[src/rtl/adc_pkg.sv]
// Shared types and constants for the ADC responder model.
//   adc_state_e : conversion/read state machine encoding
//   MODE_*      : sample-source select values carried on the mode port
//   DEF_DATA_W  : default sample/bus width
package adc_pkg;

   localparam int unsigned DEF_DATA_W = 8;

   typedef enum logic [1:0] {
      StIdle,
      StConvert,
      StReady
   } adc_state_e;

   localparam logic [1:0] MODE_RAMP = 2'd0;
   localparam logic [1:0] MODE_TRI  = 2'd1;
   localparam logic [1:0] MODE_SQ   = 2'd2;
   localparam logic [1:0] MODE_EXT  = 2'd3;

endpackage

[src/rtl/adc_wave_gen.sv]
// Test-waveform generator feeding the ADC responder.
//   clk, rst : clock and asynchronous active-low reset
//   step_en  : advance the generator by one sample
//   mode     : ramp / triangle / square / external (external holds the generator)
//   val      : current sample value for the selected mode
// Ramp and triangle share one value register so switching between them continues from the
// current level; the square generator keeps its own phase and sample count.
module adc_wave_gen
   import adc_pkg::*;
#(
   parameter int unsigned DATA_W    = DEF_DATA_W,
   parameter int unsigned RAMP_STEP = 1,
   parameter int unsigned SQ_HALF   = 16
) (
   input  logic              clk,
   input  logic              rst,
   input  logic              step_en,
   input  logic [1:0]        mode,
   output logic [DATA_W-1:0] val
);

   localparam int unsigned     SqCntW = (SQ_HALF > 1) ? $clog2(SQ_HALF) : 1;
   localparam logic [DATA_W:0] MaxVal = {1'b0, {DATA_W{1'b1}}};
   localparam logic [DATA_W:0] Step   = (DATA_W + 1)'(RAMP_STEP);

   logic [DATA_W-1:0] val_q, val_d;
   logic              dir_q, dir_d;       // 0 = counting up
   logic              sq_phase_q, sq_phase_d;
   logic [SqCntW-1:0] sq_cnt_q, sq_cnt_d;
   logic [DATA_W:0]   sum;                // one extra bit for the overflow test

   always_ff @(posedge clk or negedge rst) begin
      if (!rst) begin
         val_q      <= '0;
         dir_q      <= 1'b0;
         sq_phase_q <= 1'b0;
         sq_cnt_q   <= '0;
      end else begin
         val_q      <= val_d;
         dir_q      <= dir_d;
         sq_phase_q <= sq_phase_d;
         sq_cnt_q   <= sq_cnt_d;
      end
   end

   always_comb begin
      val_d      = val_q;
      dir_d      = dir_q;
      sq_phase_d = sq_phase_q;
      sq_cnt_d   = sq_cnt_q;
      sum        = {1'b0, val_q} + Step;
      if (step_en) begin
         case (mode)
            MODE_RAMP: val_d = sum[DATA_W-1:0];
            MODE_TRI: begin
               if (!dir_q) begin
                  // Reaching max counts as the turn so max appears exactly once.
                  if (sum >= MaxVal) begin
                     val_d = MaxVal[DATA_W-1:0];
                     dir_d = 1'b1;
                  end else begin
                     val_d = sum[DATA_W-1:0];
                  end
               end else begin
                  if ({1'b0, val_q} <= Step) begin
                     val_d = '0;
                     dir_d = 1'b0;
                  end else begin
                     val_d = val_q - Step[DATA_W-1:0];
                  end
               end
            end
            MODE_SQ: begin
               if (sq_cnt_q == SqCntW'(SQ_HALF - 1)) begin
                  sq_cnt_d   = '0;
                  sq_phase_d = ~sq_phase_q;
               end else begin
                  sq_cnt_d = sq_cnt_q + 1'b1;
               end
            end
            default: ; // external source: generator holds
         endcase
      end
   end

   assign val = (mode == MODE_SQ) ? {DATA_W{sq_phase_q}} : val_q;

endmodule

[src/rtl/adc_responder.sv]
// Behavioural stand-in for a parallel sampling ADC driven through convstb/csb/rdb/db.
//   clk, rst    : clock and asynchronous active-low reset
//   convstb     : active-low conversion start, falling edge triggers
//   csb, rdb    : active-low chip select and read strobe
//   mode        : sample source (ramp, triangle, square, external)
//   ext_sample  : external sample captured in external mode
//   db, db_oe   : registered data bus and its drive enable (db is 0 when not driven)
//   busy        : high for exactly CONV_CYCLES cycles per conversion
//   overrun     : one-cycle pulse when a start is ignored or an unread result is dropped
module adc_responder
   import adc_pkg::*;
#(
   parameter int unsigned DATA_W      = DEF_DATA_W,
   parameter int unsigned CONV_CYCLES = 50,
   parameter int unsigned RAMP_STEP   = 1,
   parameter int unsigned SQ_HALF     = 16
) (
   input  logic              clk,
   input  logic              rst,
   input  logic              convstb,
   input  logic              csb,
   input  logic              rdb,
   input  logic [1:0]        mode,
   input  logic [DATA_W-1:0] ext_sample,
   output logic [DATA_W-1:0] db,
   output logic              db_oe,
   output logic              busy,
   output logic              overrun
);

   localparam int unsigned CntW = (CONV_CYCLES > 1) ? $clog2(CONV_CYCLES) : 1;

   adc_state_e        state_q, state_d;
   logic [CntW-1:0]   cnt_q, cnt_d;
   logic              convstb_q;
   logic              busy_q, busy_d;
   logic              overrun_q, overrun_d;
   logic [DATA_W-1:0] result_q, result_d;
   logic [DATA_W-1:0] hold_q, hold_d;
   logic [DATA_W-1:0] db_q, db_d;
   logic              db_oe_q, db_oe_d;

   logic              conv_fall;
   logic              rd_act;
   logic              start;
   logic              step_en;
   logic [DATA_W-1:0] gen_val;

   adc_wave_gen #(
      .DATA_W    (DATA_W),
      .RAMP_STEP (RAMP_STEP),
      .SQ_HALF   (SQ_HALF)
   ) u_wave_gen (
      .clk     (clk),
      .rst     (rst),
      .step_en (step_en),
      .mode    (mode),
      .val     (gen_val)
   );

   always_ff @(posedge clk or negedge rst) begin
      if (!rst) begin
         state_q   <= StIdle;
         cnt_q     <= '0;
         convstb_q <= 1'b1;
         busy_q    <= 1'b0;
         overrun_q <= 1'b0;
         result_q  <= '0;
         hold_q    <= '0;
         db_q      <= '0;
         db_oe_q   <= 1'b0;
      end else begin
         state_q   <= state_d;
         cnt_q     <= cnt_d;
         convstb_q <= convstb;
         busy_q    <= busy_d;
         overrun_q <= overrun_d;
         result_q  <= result_d;
         hold_q    <= hold_d;
         db_q      <= db_d;
         db_oe_q   <= db_oe_d;
      end
   end

   always_comb begin
      state_d   = state_q;
      cnt_d     = cnt_q;
      busy_d    = busy_q;
      overrun_d = 1'b0;
      result_d  = result_q;
      hold_d    = hold_q;
      start     = 1'b0;
      step_en   = 1'b0;
      conv_fall = convstb_q & ~convstb;
      rd_act    = ~csb & ~rdb;

      unique case (state_q)
         StIdle: begin
            if (conv_fall) start = 1'b1;
         end
         StConvert: begin
            // A start during conversion is dropped; the countdown is not restarted.
            if (conv_fall) overrun_d = 1'b1;
            if (cnt_q == '0) begin
               result_d = hold_q;
               busy_d   = 1'b0;
               state_d  = StReady;
            end else begin
               cnt_d = cnt_q - 1'b1;
            end
         end
         StReady: begin
            if (conv_fall) begin
               // A simultaneous read consumes the old result, so nothing is lost.
               start     = 1'b1;
               overrun_d = ~rd_act;
            end else if (rd_act) begin
               state_d = StIdle;
            end
         end
         default: state_d = StIdle;
      endcase

      if (start) begin
         hold_d  = (mode == MODE_EXT) ? ext_sample : gen_val;
         step_en = 1'b1;
         cnt_d   = CntW'(CONV_CYCLES - 1);
         busy_d  = 1'b1;
         state_d = StConvert;
      end

      // Reads are served in every state; outside READY they return the last result.
      db_oe_d = rd_act;
      db_d    = rd_act ? result_q : '0;
   end

   assign db      = db_q;
   assign db_oe   = db_oe_q;
   assign busy    = busy_q;
   assign overrun = overrun_q;

endmodule

[config.mk]
export PLATFORM = sky130hd
export DESIGN_NAME = adc_responder
export DESIGN_NICKNAME = d
export VERILOG_FILES = /design/src/rtl/adc_pkg.sv /design/src/rtl/adc_wave_gen.sv /design/src/rtl/adc_responder.sv
export SDC_FILE = /design/constraint.sdc
export NUM_CORES = 1
export LEC_CHECK = 0
export ABC_AREA = 0
export ABC_CLOCK_PERIOD_IN_PS = 1900
export CORE_MARGIN = 8
export CORE_UTILIZATION = 53
export CTS_BUF_LIST = sky130_fd_sc_hd__clkbuf_2 sky130_fd_sc_hd__clkbuf_4 sky130_fd_sc_hd__clkbuf_8
export DETAILED_ROUTE_END_ITERATION = 10
export GPL_TIMING_DRIVEN = 0
export HOLD_SLACK_MARGIN = 0.06
export PLACE_DENSITY_LB_ADDON = 0.25
export REMOVE_ABC_BUFFERS = 1
export SLEW_MARGIN = 0
export SYNTH_ARGS = -nofsm -noshare
export SYNTH_HDL_FRONTEND = slang
export SYNTH_SLANG_ARGS = --single-unit
export TNS_END_PERCENT = 1
[constraint.sdc]
create_clock -name clk -period 1.9 [get_ports clk]
set_clock_uncertainty 0.05 [all_clocks]
set_input_delay 0.19 -clock clk [delete_from_list [all_inputs] [get_ports clk]]
set_output_delay 0.19 -clock clk [all_outputs]
set_load 0.01 [all_outputs]
==> results of run 1 <==
[area by class of cell]
class	instances	area [um2]	share of cell area [%]
repair buffers	39	367	11.4
multi-input cells	201	1350	42.1
flip-flops and latches	50	1260	39.3
clock inverters	2	38.8	1.21
well taps	67	83.8	2.61
inverters	7	26.3	0.819
clock buffers	6	82.6	2.57
[how the worst max path moves through the flow]
stage                              from             endpoint  depth (start not counted)
CTS                 u_wave_gen.val_q[0]  u_wave_gen.val_q[6]                          7
finish              u_wave_gen.val_q[5]  u_wave_gen.val_q[6]                          5
detailed placement              mode[1]  u_wave_gen.val_q[6]                          5
global route        u_wave_gen.val_q[5]  u_wave_gen.val_q[6]                          5
floorplan                    state_q[0]  u_wave_gen.val_q[6]                          7
global placement                mode[1]  u_wave_gen.val_q[6]                          5
[metal layers]
metal  share of wire, %  vias to the layer above
met3                6.4                       10
met5                  0                        -
met4                1.3                        0
li1                   -                     1031
met2                 48                       87
met1                 44                     1032
[cell families (layout without fill, tap and decap cells)]
logic type,after synthesis,in the layout
and+or+nand+nor,100,101
AOI/OAI and AO/OA,71,71
DFF,50,50
buffers and inverters,18,54
adders and majority gates,10,10
muxes,10,10
xor gates and xnor gates,9,9
[critical path: stages (launching register included)]
cell     delay (ns)
dfrtp_2        0.45
or4_4          0.60
nor3_4         0.31
and2b_1        0.23
a21oi_2        0.11
o31ai_1        0.07
[sequential cells by signal, indices dropped and copies added, names as in the netlist]
name and flops:
busy 1, cnt_q 6, convstb_q 1, db 8
db_oe 1, hold_q 8, overrun 1, result_q 8
state_q 2, u_wave_gen.dir_q 1, u_wave_gen.sq_cnt_q 4, u_wave_gen.sq_phase_q 1
u_wave_gen.val_q 8
[per-stage QoR]
stage	TNS, ns	instances
global route	-0.734	372
detailed placement	-8.87	350
CTS	-0.273	363
finish	-0.0513	372
floorplan	-0.135	257
global placement	-51.87	349
[repair_timing]
item                                    CTS  global route
endpoints found under the setup margin   12            32
endpoints found under the hold margin    49             0
hold buffers                              1             0
cloned                                    1             0
pin swaps                                 1             5
resized for setup                        11            14
buffers inserted                          3             9
[power groups by stage]
stage               registers, mW  logic (mW)  clock network, mW
floorplan                    1.49       0.784                  0
global placement             1.55       0.972                  0
detailed placement           1.56        1.03                  0
CTS                          1.55        1.11              0.824
global route                 1.57        1.46              0.865
finish                       1.54        1.30              0.823
[cells in the final DEF (no fill, tap or decap), drive strengths merged, types with 3 or more instances in the layout]
cell,Yosys,layout
a21oi,21,21
a31oi,8,8
and2,10,10
and3,3,3
buf,3,14
clkbuf,8,6
clkdlybuf4s50,0,22
dfrtp,49,49
ha,10,10
inv,7,8
mux2,10,10
nand2,29,29
nand2b,3,3
nand3,4,4
nand4,3,3
nor2,24,24
nor2b,3,3
nor3,8,9
o21ai,23,23
o31ai,3,3
xnor2,6,6
xor2,3,3
==> results.md, run 1 <==
* Status: complete, but fails checks
* Failing checks: negative setup slack
* Sw power at about 1.3 mW
* Most area-hungry cell type in the Yosys netlist: dfrtp_1
* Syn Std Cell Area at between 2000 and 3000 um2
* Nets at ~330
* Die Height at ~86 um
* Fin crit period at between 1.5 and 2 ns
* CTS Buffer Depth at 2
* Routed vias at about 2200
* Worst-case reg-to-reg path depth at 5
* Core area at 4720 um2
* Synth Register Bits at 50
* Dpl hpwl at 3760 um
* Combinational fraction of design power at a little over a third
* Total Routing Usage GR at 15.1%
* Initial DRT Pass Iterations at 5
* DRC at 0
* Die W at around 86 um
* Syn Inst Count at 268
* Total power at between 3 and 4 mW
* Post-DR vias/cell at approximately 5.8
* Final Max Slew Viols at 0
* Routing usage on met2 at a little over a quarter
* Routed Antenna Nets at 0
* P&R area growth vs syn at 23.4%
* Clock Latency Late Sink at a little over 0.3 ns
* Largest net degree at the start of global routing at 42
* Max rail drop VDD at ~680 uV
* Final Hold Viols at 0
* Buffers on Ports at 25
* Clock power frac at ~23%
* Reg clk slew, reported paths at roughly 0.1 ns
* CTS Sinks at 50
* Post-synthesis adder-cell area fraction at 4.81%
* CTS Buf Count at 5
* GR peak layer: met2
* XOR/XNOR share of the synthesized area at under 10%
* Worst-margin pin slew at 0.753 ns
* Synth top area share at 47.2%
* Setup ws final at -0.0387 ns
* Reg power frac at 42.0%
* Internal power at around 2.3 mW
* Initial antenna violation count at 0
* GRT met3 Usage at about 4.3%
* GRT overflow at 0
* ANT cells at 0
* RSZ-0062 raised after global routing: yes
* Synth Area in Compound Gates at between 10% and 20%
* Max_cap viols at 0
* Post-synth EDFFs at 0
* Site row count at 25
* Top cells by area, synth: dfrtp_1, ha_1, mux2_2
* Main combinational cell family by area after synthesis: simple AND/OR/NAND/NOR gates
* Crit path max fanout at 6
* Starting DRT DRC Count at ~160
* H-tree depth at 2
* R2R Path Start: u_wave_gen.val_q[5]
* DR WL/cell at 15.4 um
* Pleak at 1.40 nW
* R2r endpoint: u_wave_gen.val_q[6]
* Worst hold path type: input port to asynchronous set/reset pin
* Area share of and/or/nand/nor cells after synthesis at 19.8%
* P per Cell Area at 1140 nW/um2
* Fillers at roughly 360
* Fin Hold WS at approximately 0.22 ns
* Yosys warning count at 0
* TritonCTS clock tree: built
* Cell Area, Placed at 2890 um2
* Worst relative slew slack at approximately 50%
* Post-synthesis mux area share at roughly 4.3%
* Syn Area/Cell at slightly below 10 um2
* Ys flop type: dfrtp_1
* Met1 usage at 16.8%
* Worst EP required at 2.04 ns
* Post-Place Setup Slack at -0.989 ns
* First-pass GRT wire length at approximately 9000 um
* Cell with the most instances after synthesis: dfrtp_1
* Root Buffer: clkbuf_8
* FMAX at 0.516 GHz
* Final core occ at 67.9%
* Post-synthesis async set-or-reset flop share at 100%
* Initial Utilization at a little under three fifths
* Sw Share at approximately 36%
* Die ar. at between 7000 and 8000 um2
* Commonest cells post-synth: dfrtp_1, nand2_1, nor2_1, a21oi_1, o21ai_0
* Setup crit end kind: register
* Final instance area at around 3200 um2
* Final Setup Violations at 2
* Seq/Total Area, Yosys at a little under 50%
* Layout cell share with drive strength beyond 1 at between 10% and 20%
* Total routed wirelength at between 5000 and 6000 um
* FF-to-FF setup slack at -0.04 ns
* Fin crit share at 102%
* GP Congestion at between 0.8 and 0.9
* IO Pins at 26
* Worst Path Arrival at between 2 and 2.5 ns
* Critical path startpoint category: register
* Vias in the first global route at between 2000 and 2500
* Critical path class: register to register
* Synth unique cells at 48
Power figures use the tool's default switching activity.
==> inputs of run 2 (changes only) <==
CELL_PAD_IN_SITES_DETAIL_PLACEMENT = 1   (was unset)
CELL_PAD_IN_SITES_GLOBAL_PLACEMENT = 1   (was unset)
CORE_UTILIZATION = 41   (was 53)
==> results.md, run 2 (synthesis gave the netlist of run 1 again) <==
* IO Pins at 26 (unchanged)
* DRC at 0 (unchanged)
* Worst Path Arrival at 2.11 ns (+0.03 ns)
* Combinational fraction of design power at 39.9% (+4.4 points)
* Worst setup path start: u_wave_gen.val_q[5]
* Fin crit share at 105% (+2.9 points)
* Clock power frac at 17.9% (-4.6 points)
* Fillers at 725 (+100%)
* R2R Path Start: u_wave_gen.val_q[5]
* Die ar. at 9150 um2 (+24%)
* Initial Utilization at 41.7% (-13 points)
* Core area at 6240 um2 (+32%)
* Commonest non-fill, non-tap cells in the layout: dfrtp_1, nand2_1, nor2_1, clkdlybuf4s50_1, a21oi_1
* Worst EP required at 2.02 ns (-0.02 ns)
* Reg clk slew, reported paths at 0.09 ns (about the same)
* Worst-margin pin slew at 0.765 ns (+0.0124 ns)
* Clock Latency Late Sink at 0.30 ns (about the same)
* P per Cell Area at 1100 nW/um2 (-3.7%)
* Final Max Slew Viols at 0 (unchanged)
* CTS Buffer Depth at 2 (unchanged)
* Layout cell share with drive strength beyond 1 at 22.7% (+4.7 points)
* Total Routing Usage GR at 14.6% (-0.45 points)
* Routed vias at 2150 (-0.46%)
* CTS Sinks at 50 (unchanged)
* H-tree depth at 2 (unchanged)
* Setup TNS at -0.173 ns (-0.122 ns)
* Nets at 337 (+2.4%)
* Worst relative slew slack at 49.0% (-0.83 points)
* Final Hold Viols at 0 (unchanged)
* Slowest cell on crit path: or4_4
* RSZ-0062 raised after global routing: yes
* Initial antenna violation count at 0 (unchanged)
* Fin Hold WS at 0.300 ns (+0.0774 ns)
* Post-DR vias/cell at 5.51 (-5.1%)
* Worst path bufs/invs at 0 (unchanged)
* Crit path max fanout at 6 (unchanged)
* Status: complete, but fails checks
* Final Setup Violations at 4 (+2)
* Die W at 95.6 um (+11%)
* Total routed wirelength at 6640 um (+16%)
* Commonest non-fill, non-tap cell in the layout: dfrtp_1
* Worst hold path type: input port to register
* Routed Antenna Nets at 0 (unchanged)
* P&R area growth vs syn at 26.1%
* Pleak at 1.43 nW (+2.3%)
* CP top delay family: simple AND/OR/NAND/NOR gates
* Reg power frac at 42.1% (about the same)
* Root Buffer: clkbuf_8
* CTS Buf Count at 5 (unchanged)
* GP Congestion at 0.846 (-4.7%)
* TritonCTS clock tree: built
* Sw power at 1.35 mW (+1.2%)
* Critical path startpoint category: register
* DR WL/cell at 17.0 um (+11%)
* FMAX at 0.502 GHz (-2.7%)
* Cells along the critical path: or4_4 -> nor3_4 -> and2b_1 -> a21oi_1 -> o31ai_1
* ANT cells at 0 (unchanged)
* GRT overflow at 0 (unchanged)
* Internal power at 2.26 mW (-3.2%)
* Largest net degree at the start of global routing at 34 (-19%)
* Critical path class: register to register
* Slowest Stage Delay on Critical Path at 0.57 ns (-0.03 ns)
* Die Height at 95.6 um (+11%)
* Sw Share at 37.4% (+1.0 points)
* Fin crit period at 1.99 ns (+0.0545 ns)
* Failing checks: negative setup slack
* Site row count at 29 (+16%)
* Total power at 3.60 mW (-1.6%)
* Setup crit end kind: register
* Max_cap viols at 0 (unchanged)
* Setup ws final at -0.0932 ns (-0.0545 ns)
* Dpl hpwl at 4450 um (+19%)
* Vias in the first global route at 2168 (+8.2%)
* First-pass GRT wire length at 10500 um (+18%)
* Max rail drop VDD at 493 uV (-28%)
* Starting DRT DRC Count at 60 (-62%)
* Buffers on Ports at 25 (unchanged)
* HP Start: convstb
* Initial DRT Pass Iterations at 4 (-1)
-- run 2: cell types whose count changed in the layout (fill, tap and decap cells not counted), sizes merged --
| cell | before | now |
|---|---|---|
| buf | 14 | 22 |
| bufinv | 1 | 0 |
| clkinv | 0 | 1 |
| clkinvlp | 0 | 1 |
| inv | 8 | 7 |
-- run 2: per-stage QoR --
stage	area (um2)	setup slack [ns]	instances	utilization, %
2_1_floorplan	2540	-0.100	257	-
3_3_place_gp	2890	-0.994	359	46.3
3_5_place_dp	2900	-1.11	360	46.5
4_1_cts	3120	-0.0769	378	49.9
5_1_grt	3280	-0.188	390	52.5
6_report	3280	-0.0932	390	52.5
-- run 2: final cells by class --
type | instances | area [um2] | area share (%)
clock buffers | 6 | 82.6 | 2.52
clock inverters | 2 | 12.5 | 0.382
inverters | 7 | 26.3 | 0.802
multi-input cells | 201 | 1370 | 41.9
flip-flops and latches | 50 | 1260 | 38.4
well taps | 77 | 96.3 | 2.94
repair buffers | 47 | 427 | 13.0
-- run 2: final timing paths --
kind,end,slack [ns],cells after the start
max in group asynchronous,u_wave_gen.val_q[4],0.92,3
worst max-delay path,u_wave_gen.val_q[6],-0.09,5
worst min register to register,db[3],0.43,1
worst min-delay path,convstb_q,0.30,1
worst max register to register,u_wave_gen.val_q[6],-0.09,5
min in group asynchronous,state_q[0],0.32,2
-- run 2: worst register-to-register path, delay by kind of cell, from the launching register on --
family           cells  cell delay (ns)
AO/OA/AOI/OAI        2             0.23
flip-flops           1             0.45
AND/OR/NAND/NOR      3             1.13
-- run 2: per-layer routing --
metal	vias to the layer above	part of all wire (%)	global-route usage [%]
li1	1048	-	-
met1	1075	44	17.5
met2	20	53	26.0
met3	7	2.7	2.60
met4	0	1.0	4.23
met5	-	0	0
-- run 2: power groups by stage --
stage	combinational, mW	sequential (mW)	clock [mW]
final	1.44	1.52	0.646
after global routing	1.60	1.55	0.707
after CTS	1.25	1.51	0.676
after detailed placement	1.05	1.57	0
after global placement	0.996	1.56	0
after floorplan	0.784	1.49	0
-- run 2: timing repair --
action / CTS / global route
hold buffers: 1 / 0
gates resized for setup: 14 / 18
pin swaps: 2 / 9
setup endpoints to repair: 20 / 35
gates cloned: 1 / 0
setup buffers: 8 / 12
hold endpoints to repair: 16 / 0
==> RTL edit 1 (config.mk and constraints of run 2) <==
Re-encode `adc_state_e` (3 states) as one-hot, 3 bits wide.
--- a/src/rtl/adc_pkg.sv
+++ b/src/rtl/adc_pkg.sv
@@ -8,6 +8,6 @@
 
-   typedef enum logic [1:0] {
-      StIdle,
-      StConvert,
-      StReady
+   typedef enum logic [2:0] {
+      StIdle    = 3'b001,
+      StConvert = 3'b010,
+      StReady   = 3'b100
    } adc_state_e;
Check against the original RTL: same outputs for any inputs over 10 cycles, from zero or initial values and one cycle with rst low; not proved beyond that.
==> RTL edit 1 against run 2 <==
  * The run still ends with negative setup slack left
  * Synthesized cell count grew 8.6%
  * Synthesized area grew 6.2%
  * Critical endpoint is now u_wave_gen.dir_q
  * Sequential power grew 7%
  * Cell area grew 6.9%
  * Count of clock-buffer cells in the layout shrank 1
  * Clock power is essentially flat
  * Final cell count grew 4.9%
  * Core utilization grew 0.20 points
  * Largest power group unchanged
  * Fmax grew 1.5%
  * Setup slack gained 0.029 ns
  * Largest cell class unchanged
  * Total power is essentially flat
  * Sequential cell count grew 1
  * Routed wire length grew 13%
  * Critical path depth grew 2
==> RTL edit 1: results (changes against run 2) <==
outcome = finished, violations left
violated checks = negative setup slack
HP Class = primary input to asynchronous set/reset pin
average wire per standard cell = 18.3 um (+7.5%)
peak supply drop = 0.419 mV (-15%)
post-route setup TNS = -0.544 ns (-0.371 ns)
post-place setup slack = -0.912 ns (+0.194 ns)
number of global-route vias before repair = 2411 (+11%)
Synth Area in Adders = 3.17% (-1.6 points)
Cell variety after synth = 55 (+15%)
Iter 0 DRT Violations = 115 (+92%)
R2R depth = 7 (+2)
H-tree levels = 2 (unchanged)
layout cells sized above 1 = 24.3% (+1.6 points)
largest net degree at the start of global routing = 40 (+18%)
most area-consuming cells after synthesis = dfrtp_1 (44%), o21ai_0 (5.8%), nand2_1 (4.6%), mux2_2 (4.5%), a21oi_1 (3.4%)
Commonest cells post-synth = dfrtp_1 (49), nand2_1 (34), o21ai_0 (32), a21oi_1 (19), nor2_1 (19)
register area share after synthesis = 46.3% (-1.8 points)
Leak = 0.00148 uW (+3.6%)
Final Hold Slack = 0.254 ns (-0.0461 ns)
worst setup path endpoint = u_wave_gen.dir_q
Final setup viols = 15 (+11)
Layout Nets = 350 (+3.9%)
XOR/XNOR share of the synthesized area = 3.17% (+0.14 points)
Worst Setup SP = u_wave_gen.val_q[2]
GRT met1 Usage = 21.2% (+3.6 points)
compound-gate portion of the synthesized area = 15.3% (-1.3 points)
GRT Total Usage = 15.8% (+1.2 points)
CTS root buf = clkbuf_8
Clock Path Buffers = 2 (unchanged)
Int Pwr = 2200 uW (-2.4%)
port buffer count = 25 (unchanged)
Fill cells = 741 (+2.2%)
n_diodes = 0 (unchanged)
post-route setup slack = -0.0644 ns (+0.0288 ns)
initial antenna violation count = 0 (unchanged)
Synth area leader = dfrtp_1
clk_lat worst skew = 0.31 ns
mux contribution to synthesized area = 5.21% (+0.88 points)
Vias per Instance = 5.75 (+4.3%)
Reg clk slew, reported paths = 0.11 ns (+0.02 ns)
worst slew pin tran = 0.846 ns (+0.0807 ns)
met3 Use GR = 3.06% (+0.46 points)
first-pass GRT wire length = 12.4 mm (+18%)
CP Max Fanout = 9 (+3)
Placer Congestion = 0.802 (-5.1%)
Post-DP HPWL = 4.68 mm (+5.0%)
met2 Resource Use GR = 24.3% (-1.7 points)
RTL edit 1: what timing repair did:
item                                    CTS  global route
gates resized for setup                  30            21
hold endpoints to repair                 24             0
hold buffers                              1             0
setup buffers                            14             7
endpoints found under the setup margin   38            35
pin swaps                                 7             8
RTL edit 1: power groups by stage:
stage	registers (uW)	clock network [uW]	logic (uW)
6_report	1620	648	1340
5_1_grt	1660	715	1480
4_1_cts	1610	668	1130
3_5_place_dp	1680	0	880
3_3_place_gp	1670	0	833
2_1_floorplan	1560	0	648
RTL edit 1: worst max-delay path: stages (launching register included):
cell and delay, ns:
dfrtp_2 0.51, or4_4 0.55, nor4_4 0.16, buf_6 0.18, buf_4 0.12, nand4b_1 0.11
nand2_1 0.09, o21ai_0 0.07
RTL edit 1: cell families after synthesis:
| group | count (synthesis) |
|---|---|
| adders and majority gates | 7 |
| xor gates and xnor gates | 10 |
| muxes | 13 |
| and+or+nand+nor | 114 |
| AOI/OAI and AO/OA | 72 |
| buffers and inverters | 24 |
| DFF | 51 |
RTL edit 1: per-layer routing:
metal	wire (um)	part of all wire, %	vias up
met2	3520	47	53
met5	0	0	-
met1	3510	47	1179
met4	121	1.6	0
met3	323	4.3	11
li1	-	-	1109
RTL edit 1: cell type report:
cell class                 instances  share of cell area, %
multi-input combinational        216                   44.1
sequential                        51                   36.7
timing repair buffer              48                   13.2
tap                               80                   2.86
clock buffer                       5                   1.96
inverter                           6                  0.643
clock inverter                     3                  0.536
RTL edit 1: through the flow:
step / utilization, % / instance area, um^2 / instances
floorplan: - / 2680 / 273
global placement: 45.6 / 3030 / 378
detailed placement: 45.9 / 3050 / 379
CTS: 50.6 / 3360 / 402
global route: 52.7 / 3500 / 409
finish: 52.7 / 3500 / 409
==> RTL edit 2 (flow settings as in run 2) <==
Made on the original files. `SQ_HALF` is set to 16 in 2 places; all go to 32.
--- a/src/rtl/adc_wave_gen.sv
+++ b/src/rtl/adc_wave_gen.sv
@@ -12,3 +12,3 @@
    parameter int unsigned RAMP_STEP = 1,
-   parameter int unsigned SQ_HALF   = 16
+   parameter int unsigned SQ_HALF   = 32
 ) (
--- a/src/rtl/adc_responder.sv
+++ b/src/rtl/adc_responder.sv
@@ -15,3 +15,3 @@
    parameter int unsigned RAMP_STEP   = 1,
-   parameter int unsigned SQ_HALF     = 16
+   parameter int unsigned SQ_HALF     = 32
 ) (
Function: no difference found for any inputs over 10 cycles, from zero or initial values and one cycle with rst low; that may be too few to reach the edited logic, so the function may still have changed.
==> RTL edit 2 against run 2 <==
  * The flow still finishes with violations (negative setup slack)
  * Die area grew 2.0%
  * Largest cell class unchanged
  * Count of clock-buffer cells in the layout did not move
  * Critical endpoint is now result_q[2]
  * Cell area is 0.61% higher
  * Routed wire length increased by 2.9%
  * Sequential cell count grew 1
  * Total power rose by 5.2%
  * Setup slack worse by 0.037 ns
  * Synthesized area is 2.4% higher
==> RTL edit 2: results (changes against run 2) <==
NonClk Buf Share = 10.9% (-2.1 points)
switching part of the total = 36.6% (-0.75 points)
outcome = finished, violations left
ClkCell Share = 3.22% (+0.32 points)
Commonest cells post-synth = dfrtp_1 (50), a21oi_1 (24), nor2_1 (24), nand2_1 (21), o21ai_0 (19)
Final Power = 3790 uW (+5.2%)
Post-CTS Setup Inserts = 9 (+1)
number of global-route vias before repair = 2212 (+2.0%)
Max-slew headroom = 62.3% (+13 points)
CP Max Fanout = 5 (-1)
peak supply drop = 0.616 mV (+25%)
Leak = 0.00147 uW (+2.5%)
WL final = 6.83 mm (+2.9%)
area taken by multi-input logic gates = 0.00142 mm^2 (+3.2%)
largest net degree at the start of global routing = 32 (-5.9%)
post-route setup slack = -0.130 ns (-0.0368 ns)
CP peak stage delay = 0.48 ns (-0.09 ns)
Clock group = 750 uW (+16%)
Worst Setup SP = cnt_q[1]
Crit path arrival time = 2.18 ns (+0.07 ns)
violated checks = negative setup slack
Avg Cell Area, Syn = 9.93 um^2 (+2.4%)
register area share after synthesis = 48.0% (-0.19 points)
post-cts resize count = 26 (+12)
first-pass GRT wire length = 11.1 mm (+5.5%)
worst setup path endpoint = result_q[2]
FF/Latch Area = 0.00128 mm^2 (+2.0%)
Final Non-Filler Cells = 382 (-2.1%)
post-route setup TNS = -1.03 ns (-0.853 ns)
Placer Congestion = 0.869 (+2.7%)
post-place setup slack = -1.08 ns (+0.0221 ns)
Final setup viols = 15 (+11)
Post-DP HPWL = 4.43 mm (-0.46%)
Seq pwr share = 40.4% (-1.7 points)
Cell variety after synth = 52 (+8.3%)
Final Hold Slack = 0.302 ns (+0.00186 ns)
power per cell area = 1150 mW/mm^2 (+4.6%)
layout cells sized above 1 = 22.3% (-0.39 points)
-- RTL edit 2: changes by cell type after synthesis, moves of 3 or more --
cell / change
and3_1: +8
a31oi_1: -6
nand4_1: -3
nand3_1: +6
o21ai_1: -6
nand2_1: -8
a21oi_1: +3
clkbuf_1: -5
-- RTL edit 2: cells by family (layout without fill, tap and decap cells) --
logic type / after synthesis / after routing / synth area share (%)
simple gates: 106 / 107 / 21.1
compound gates: 66 / 66 / 15.4
flops: 51 / 51 / 48.0
buf+inv: 17 / 53 / 3.90
fa+ha+maj: 11 / 11 / 5.17
mux: 10 / 10 / 4.23
xor+xnor: 7 / 7 / 2.30
-- RTL edit 2: metal layers --
| metal | up-vias | GRT usage (%) | routed length [um] | share of wire [%] |
|---|---|---|---|---|
| met1 | 1070 | 19.1 | 2910 | 43 |
| li1 | 1026 | - | - | - |
| met4 | 0 | 3.40 | 108 | 1.6 |
| met5 | - | 0 | 0 | 0 |
| met2 | 49 | 26.2 | 3450 | 51 |
| met3 | 13 | 3.01 | 359 | 5.3 |
